### config.mk
export PLATFORM = sky130hd
export DESIGN_NAME = gray_seq_gen
export DESIGN_NICKNAME = d
export VERILOG_FILES = /design/src/rtl/gray_seq_gen.sv
export SDC_FILE = /design/constraint.sdc
export NUM_CORES = 1
export LEC_CHECK = 0
export ABC_AREA = 1
export CAP_MARGIN = 15
export CORE_MARGIN = 4
export CORE_UTILIZATION = 56
export CTS_BUF_LIST = sky130_fd_sc_hd__clkbuf_16
export DETAILED_ROUTE_END_ITERATION = 10
export GPL_ROUTABILITY_DRIVEN = 0
export PLACE_DENSITY = 0.84
export SLEW_MARGIN = 25
export SYNTH_ARGS = -nofsm -noshare
export SYNTH_HDL_FRONTEND = slang
export SYNTH_SLANG_ARGS = --single-unit
### constraint.sdc
create_clock -name clk -period 2.75 [get_ports clk]
set_input_delay 0.275 -clock clk [delete_from_list [all_inputs] [get_ports clk]]
set_output_delay 0.275 -clock clk [all_outputs]
set_load 0.02 [all_outputs]
### src/rtl/gray_seq_gen.sv
`default_nettype none
// ============================================================================
//  Module      : gray_seq_gen
//  Description : Valid/ready source of consecutive N-bit Gray codes (up/down)
//                from a binary seed. Optional one-bit-step checker is enabled
//                by defining GRAY_SEQ_CHECK_EN (adds output chk_err).
//  Revision    : 1.0 - initial release
// ============================================================================
module gray_seq_gen #(
    parameter int N     = 8,
    parameter int LEN_W = 8
) (
    input  logic             clk,
    input  logic             rst,
    input  logic             en,
    input  logic             start,
    input  logic             abort,
    input  logic             dir,
    input  logic [N-1:0]     seed,
    input  logic [LEN_W-1:0] len,
    output logic [N-1:0]     out_gray,
    output logic             out_valid,
    input  logic             out_ready,
    output logic             out_wrap,
    output logic             done,
    output logic             busy
`ifdef GRAY_SEQ_CHECK_EN
    ,
    output logic             chk_err
`endif
);

    localparam logic [1:0] c_IDLE = 2'd0;
    localparam logic [1:0] c_RUN  = 2'd1;
    localparam logic [1:0] c_DONE = 2'd2;

    logic [1:0]       r_state;
    logic [N-1:0]     r_b;
    logic [N-1:0]     r_gray;
    logic             r_valid;
    logic             r_wrap;
    logic             r_done;
    logic             r_busy;
    logic [LEN_W-1:0] r_cnt;
    logic [LEN_W-1:0] r_len;
    logic             r_dir;

    logic             w_accept;
    logic [N-1:0]     w_b_step;
    logic             w_step_wrap;
    logic [LEN_W-1:0] w_cnt_inc;
    logic             w_last;

    function automatic logic [N-1:0] f_gray(input logic [N-1:0] b);
        return b ^ (b >> 1);
    endfunction

    assign w_accept    = (r_state == c_RUN) && r_valid && out_ready;
    assign w_b_step    = r_dir ? (r_b + 1'b1) : (r_b - 1'b1);
    assign w_step_wrap = r_dir ? (&r_b) : (~|r_b);
    assign w_cnt_inc   = r_cnt + 1'b1;
    assign w_last      = (r_len != '0) && (w_cnt_inc == r_len);

    always_ff @(posedge clk or posedge rst) begin
        if (rst) begin
            r_state <= c_IDLE;
            r_b     <= '0;
            r_gray  <= '0;
            r_valid <= 1'b0;
            r_wrap  <= 1'b0;
            r_done  <= 1'b0;
            r_busy  <= 1'b0;
            r_cnt   <= '0;
            r_len   <= '0;
            r_dir   <= 1'b0;
        end else begin
            r_done <= 1'b0;
            if (abort) begin
                r_state <= c_IDLE;
                r_valid <= 1'b0;
                r_wrap  <= 1'b0;
                r_busy  <= 1'b0;
            end else begin
                case (r_state)
                    c_IDLE: begin
                        if (start && en) begin
                            r_b     <= seed;
                            r_gray  <= f_gray(seed);
                            r_valid <= 1'b1;
                            r_wrap  <= 1'b0;
                            r_cnt   <= '0;
                            r_len   <= len;
                            r_dir   <= dir;
                            r_busy  <= 1'b1;
                            r_state <= c_RUN;
                        end
                    end
                    c_RUN: begin
                        if (w_accept) begin
                            r_cnt <= w_cnt_inc;
                            if (w_last) begin
                                r_valid <= 1'b0;
                                r_wrap  <= 1'b0;
                                r_done  <= 1'b1;
                                r_state <= c_DONE;
                            end else if (en) begin
                                r_b    <= w_b_step;
                                r_gray <= f_gray(w_b_step);
                                r_wrap <= w_step_wrap;
                            end else begin
                                r_valid <= 1'b0;
                                r_wrap  <= 1'b0;
                            end
                        end else if (!r_valid && en) begin
                            // Beat consumed while frozen: resume with the successor.
                            r_b     <= w_b_step;
                            r_gray  <= f_gray(w_b_step);
                            r_wrap  <= w_step_wrap;
                            r_valid <= 1'b1;
                        end
                    end
                    c_DONE: begin
                        r_state <= c_IDLE;
                        r_busy  <= 1'b0;
                    end
                    default: begin
                        r_state <= c_IDLE;
                        r_valid <= 1'b0;
                        r_busy  <= 1'b0;
                    end
                endcase
            end
        end
    end

    assign out_gray  = r_gray;
    assign out_valid = r_valid;
    assign out_wrap  = r_wrap;
    assign done      = r_done;
    assign busy      = r_busy;

`ifdef GRAY_SEQ_CHECK_EN
    logic [N-1:0] r_prev;
    logic         r_have_prev;
    logic         r_chk_err;
    logic [N-1:0] w_diff;
    logic         w_one_bit;

    assign w_diff    = r_prev ^ r_gray;
    assign w_one_bit = (w_diff != '0) && ((w_diff & (w_diff - 1'b1)) == '0);

    always_ff @(posedge clk or posedge rst) begin
        if (rst) begin
            r_prev      <= '0;
            r_have_prev <= 1'b0;
            r_chk_err   <= 1'b0;
        end else begin
            if (abort || (r_state == c_IDLE)) begin
                r_have_prev <= 1'b0;
            end else if (w_accept) begin
                if (r_have_prev && !w_one_bit) begin
                    r_chk_err <= 1'b1;
                end
                r_prev      <= r_gray;
                r_have_prev <= 1'b1;
            end
        end
    end

    assign chk_err = r_chk_err;
`endif

endmodule
`default_nettype wire

# After elaboration in Yosys (flattened, before gate mapping)
# Index checks and enable logic that the tools add are counted.
# classes
n_addsub	3
eq_ne	15
muxes	42
bitwise_logic	3
n_reduce_logical	20
# ops
operator	n
$mux W8	13
$pmux W8 S2	3
$mux W1	18
$add A8 B1 Y8 const B	2
$xor A8 B7 Y8	2
$ne A3 B3 Y1 const B	5
$reduce_and A3 Y1	3
$eq A8 B8 Y1	1
$mux W2	4
$ne A2 B2 Y1 const B	4
$reduce_and A4 Y1	2
$reduce_and A8 Y1	1
$reduce_bool A8 Y1	1
$reduce_or A8 Y1	1
$sub A8 B1 Y8 const B	1
$reduce_and A6 Y1	1
$logic_and A1 B1 Y1	5
$ne A5 B5 Y1 const B	1
$ne A4 B3 Y1 const B	1
$pmux W1 S2	2
$pmux W2 S2	1
$ne A3 B2 Y1 const B	1
$pmux W1 S3	1
$reduce_bool A3 Y1	1
other kinds (7)	8
# totals
register_bits	39
in_bits	23
out_inout_bits	12

# Depth between registers and ports, before layout
# depth
ltp_word	8
depth_mapped	14
depth_no_buf	14

# Worst setup path before layout
# No wires, ideal clock.
# synth_timing
path_kind	flip-flop to flip-flop
startpoint	reg r_dir
endpoint	reg r_b[3]
setup_ps	116
arrival_time_ps	1827
required_ps	2634
setup_slack_ps	806
stages_incl_launch_ff	10
n_path_buf	0
cell_sequence	dfrtp_1 inv_1 ha_1 a21oi_1 nand2_1 xnor2_1 nor2_1 or2_2 nand3_1 nand2_1
# synth_between
elab_chain_cells	5
elab_cells_between_ends	6
cone_classes	6 x mux
# synth_rtl
item	line_no	text
start: declaration	46	logic r_dir;
start signal: assignment	93	r_dir <= dir;
$mux W8 *	59	assign w_b_step = r_dir ? (r_b + 1'b1) : (r_b - 1'b1);
$mux W8	106	end else if (en) begin
$mux W8	101	if (w_last) begin
$mux W8 *	99	if (w_accept) begin
$pmux W8 S2 *	84	case (r_state)
end signal: assignment	107	r_b <= w_b_step;
end signal: assignment	116	r_b <= w_b_step;
end: declaration	38	logic [N-1:0] r_b;
# Mark *: on every way between the ends. The rest lies on a longest branch, timed or not. The select of a mux whose other input is x is not followed.
# A chain may end at the register's enable or synchronous reset.

# Worst setup path in the final report
# layout_timing
startpoint	reg r_state[0]
endpoint	reg r_b[6]
# layout_between
elab_chain_cells	5
elab_cells_between_ends	12
cone_classes	5 x eq/ne; 2 x mux; 5 x reduce/logical
# layout_rtl
item	line_no	text
start: declaration	37	logic [1:0] r_state;
start signal: assignment	66	r_state <= c_IDLE;
start signal: assignment	79	r_state <= c_IDLE;
start signal: assignment	95	r_state <= c_RUN;
$eq A2 B1 Y1	58, 84	
$logic_and A1 B1 Y1 (2 in a row)	58	assign w_accept = (r_state == c_RUN) && r_valid && out_ready;
$ne A3 B3 Y1 (no source line) (tied with other cells)	n/a	
$reduce_and A6 Y1 (no source line) or $pmux W8 S2 (tied branches)	n/a	
# Several ways; a longest one is shown, not always the timed one.

==> flow_metrics.py <==
metrics = {
    "yosys": {
        "synthDistinctLibCells": 40,
        "synth_ff_type": "dfrtp_1",
        "synth_area_sq_um": 2650,
        "synth_common_cells": "nand2_1, nand3_1, inv_1",
        "syn-instance-count": 369,
        "ys_ff_latch": 38,
        "yosys_warnings": 0,
        "ys_top_cells_by_area": "dfrtp_1, nand2_1, nand3_1",
        "synth_nets": 400,
        "muxShareOfSynthArea_pct": 1.65,
        "async_reset_ff_share_pct": 100,
        "yosysMostFrequentCell": "nand2_1",
        "synth_edf_count": 0,
        "synthSimpleGateAreaFrac_pct": 39.1,
        "synth_compound_area_share_pct": 8.92,
        "synth_xor_area_share_pct": 1.65,
        "synth_top_family_by_area": "simple AND/OR/NAND/NOR gates",
        "avgSynthCellArea_sq_um": 7.19,
        "ys_seq_area_share_pct": 35.8,
        "synth_top_area_cell": "dfrtp_1",
        "synth_fa_ha_area_share_pct": 4.06,
        "synth_top_area_share_pct": 35.8,
    },
    "min_path": {
        "min_path_type": "input port to asynchronous set/reset pin",
    },
    "sta": {
        "setup_tns_ns": 0,
        "tightest_slew_ns": 0.652,
        "setup_violations": 0,
        "min_period_ns": 2.40,
        "worst_clock_skew_ns": 0.00201,
        "max_freq_ghz": 0.417,
        "hold_viol": 0,
        "worst_slew_margin_rel_pct": 56.4,
        "drv_slew": 0,
        "rsz0062_at_grt": "no",
        "finalCritPeriodShare_pct": 87.1,
    },
    "clock_tree": {
        "cts-htree-levels": 2,
        "cts_hold_buf": 0,
        "cts_setup_buffers": 0,
        "clock_path_buffers": 2,
        "root_buffer": "clkbuf_16",
        "tritoncts": "yes",
        "clk_pin_slew_ns": 0.06,
        "cts.sinks": 38,
        "cts_buffers": 5,
        "cts-resized-gates": 0,
        "clk_latency_ns": 0.28,
    },
    "worst_setup_path": {
        "worstSetupPathDepth": 9,
        "critPathBufInv": 2,
        "crit_end": "r_b[6]$_DFFE_PP0P_",
        "endpoint_kind": "flop",
        "worst_ep_required_time_ns": 2.92,
        "path_common_cell": "inv_2",
        "cp.arrival_ns": 2.56,
        "path_cells": "inv_2, nor2_4, nand3_2, inv_2, nor3_1, nor3_4, nand2_4, nand2_2, nand2_1",
        "slowest_delay_ns": 0.53,
        "ff2ff_setup_slack_ns": 0.35,
        "critPathLaunchType": "flop",
        "slowest_stage": "nor3_4",
        "timing.rr.end": "r_b[6]$_DFFE_PP0P_",
        "cp_max_fo": 17,
        "r2r_start": "r_state[0]$_DFFE_PP0P_",
        "path_class": "flop to flop",
        "reg2regPathDepth": 9,
        "path_delay_family": "simple AND/OR/NAND/NOR gates",
        "critPathLaunch": "r_state[0]$_DFFE_PP0P_",
    },
    "power": {
        "p_leak_nw": 1.56,
        "peakVddDrop_mv": 0.451,
        "powerDensity_nw_per_um2": 735,
    },
    "route": {
        "vias_per_cell": 5.75,
        "drtIter0Drc": 180,
        "dr.pass1.iters": 6,
        "route.vias.total": 2620,
        "post_drt_wl_per_cell_microns": 14.4,
        "drt_wl_total_mm": 6.57,
        "ant_nets": 0,
        "drc": 0,
    },
    "placement": {
        "io_buffers": 34,
        "dp_hpwl_mm": 4.73,
        "placed_area_sq_um": 3020,
        "dpl.cell_count": 449,
    },
    "floorplanning": {
        "die_area_sq_um": 5900,
        "die_w_microns": 76.8,
        "start_util_pct": 59.3,
        "die-height_microns": 76.8,
        "rows": 24,
        "core_area_sq_um": 4470,
        "io_pins": 35,
    },
    "cells_and_area": {
        "fillers": 336,
        "syn_to_final_growth_pct": 19.8,
        "drive_gt1_share_pct": 9.90,
        "antenna_cells": 0,
        "final_util_pct": 71.0,
        "fin_cells": 456,
        "finalInstanceArea_sq_um": 3180,
        "nets": 435,
    },
    "global_route": {
        "grt_pass1_wl_mm": 11.7,
        "grt_pass1_vias": 2589,
        "grt_max_degree": 39,
        "grt_use_total_pct": 24.1,
        "overflow": 0,
        "antenna_found_initial": 0,
    },
    "job": {
        "maxCapViolCount": 0,
    },
    "status": {
        "status": "complete, no violations",
    },
}
==> cell usage in the layout, fill, tap and decap left out, types with 5 or more instances in the layout <==
master and instances:
nor3_1 7, clkbuf_16 5, o22ai_1 13, o21ai_0 8
nand2_1 92, inv_1 43, nand4_1 10, nand3_1 45
ha_1 7, a21oi_1 13, clkdlybuf4s50_1 34, nand2_2 11
dfrtp_1 38, nor2_1 34
==> worst register-to-register path: stages, from the launching register on <==
cell,delay [ns]
dfrtp_1,0.40
inv_2,0.08
nor2_4,0.33
nand3_2,0.18
inv_2,0.19
nor3_1,0.11
nor3_4,0.53
nand2_4,0.28
nand2_2,0.11
nand2_1,0.07
==> logic make-up after synthesis <==
| kind of cell | after synthesis |
|---|---|
| compound gates | 41 |
| xor+xnor | 5 |
| fa+ha+maj | 8 |
| buf+inv | 55 |
| flops | 38 |
| mux | 4 |
| simple gates | 218 |
==> routing by layer <==
| layer | wire length, microns | global-route usage [%] | vias up | share of wire [%] |
|---|---|---|---|---|
| met5 | 0 | 0 | - | 0 |
| met4 | 118 | 6.88 | 0 | 1.8 |
| met3 | 330 | 5.50 | 13 | 5.0 |
| met2 | 3350 | 41.7 | 89 | 51 |
| met1 | 2780 | 29.8 | 1228 | 42 |
| li1 | - | - | 1290 | - |
==> power by group <==
group | leakage, nW | switching (mW) | internal [mW]
sequential | 0.478 | 0.115 | 0.663
combinational | 1.01 | 0.544 | 0.371
clock | 0.0773 | 0.225 | 0.420
==> registers in the layout, indices dropped and copies added, names as in the netlist <==
signal	flops
r_cnt	8
busy	1
out_wrap	1
r_state	2
r_b	8
r_len	8
r_dir	1
out_gray	7
out_valid	1
done	1
==> worst min-delay path by stage <==
stage,from,end,slack (ns)
floorplan,len[0],r_len[0]$_DFFE_PP0P_,0.43
global placement,out_gray[6]$_DFFE_PP0P_,out_gray[6]$_DFFE_PP0P_,0.46
detailed placement,out_gray[5]$_DFFE_PP0P_,out_gray[5]$_DFFE_PP0P_,0.46
CTS,rst,r_len[0]$_DFFE_PP0P_,0.44
global route,rst,r_cnt[0]$_DFFE_PP0P_,0.51
finish,rst,r_b[6]$_DFFE_PP0P_,0.42
==> cell type report <==
class	instances	area [sq um]	share of cell area (%)
Timing Repair Buffer	37	363	11.4
Inverter	46	173	5.43
Clock buffer	5	125	3.94
Multi-Input combinational cell	276	1470	46.2
Tap cell	52	65.1	2.05
Sequential cell	38	951	29.9
Clock inverter	2	33.8	1.06
==> stage by stage <==
step	setup WS, ns	hold WS, ns	total power [mW]
after global placement	0.475	0.461	1.66
after CTS	0.372	0.445	2.33
after floorplan	0.806	0.426	1.42
final	0.354	0.422	2.34
after global routing	0.129	0.508	2.48
after detailed placement	0.391	0.463	1.68
No activity file was read; power rests on OpenSTA's default activity.
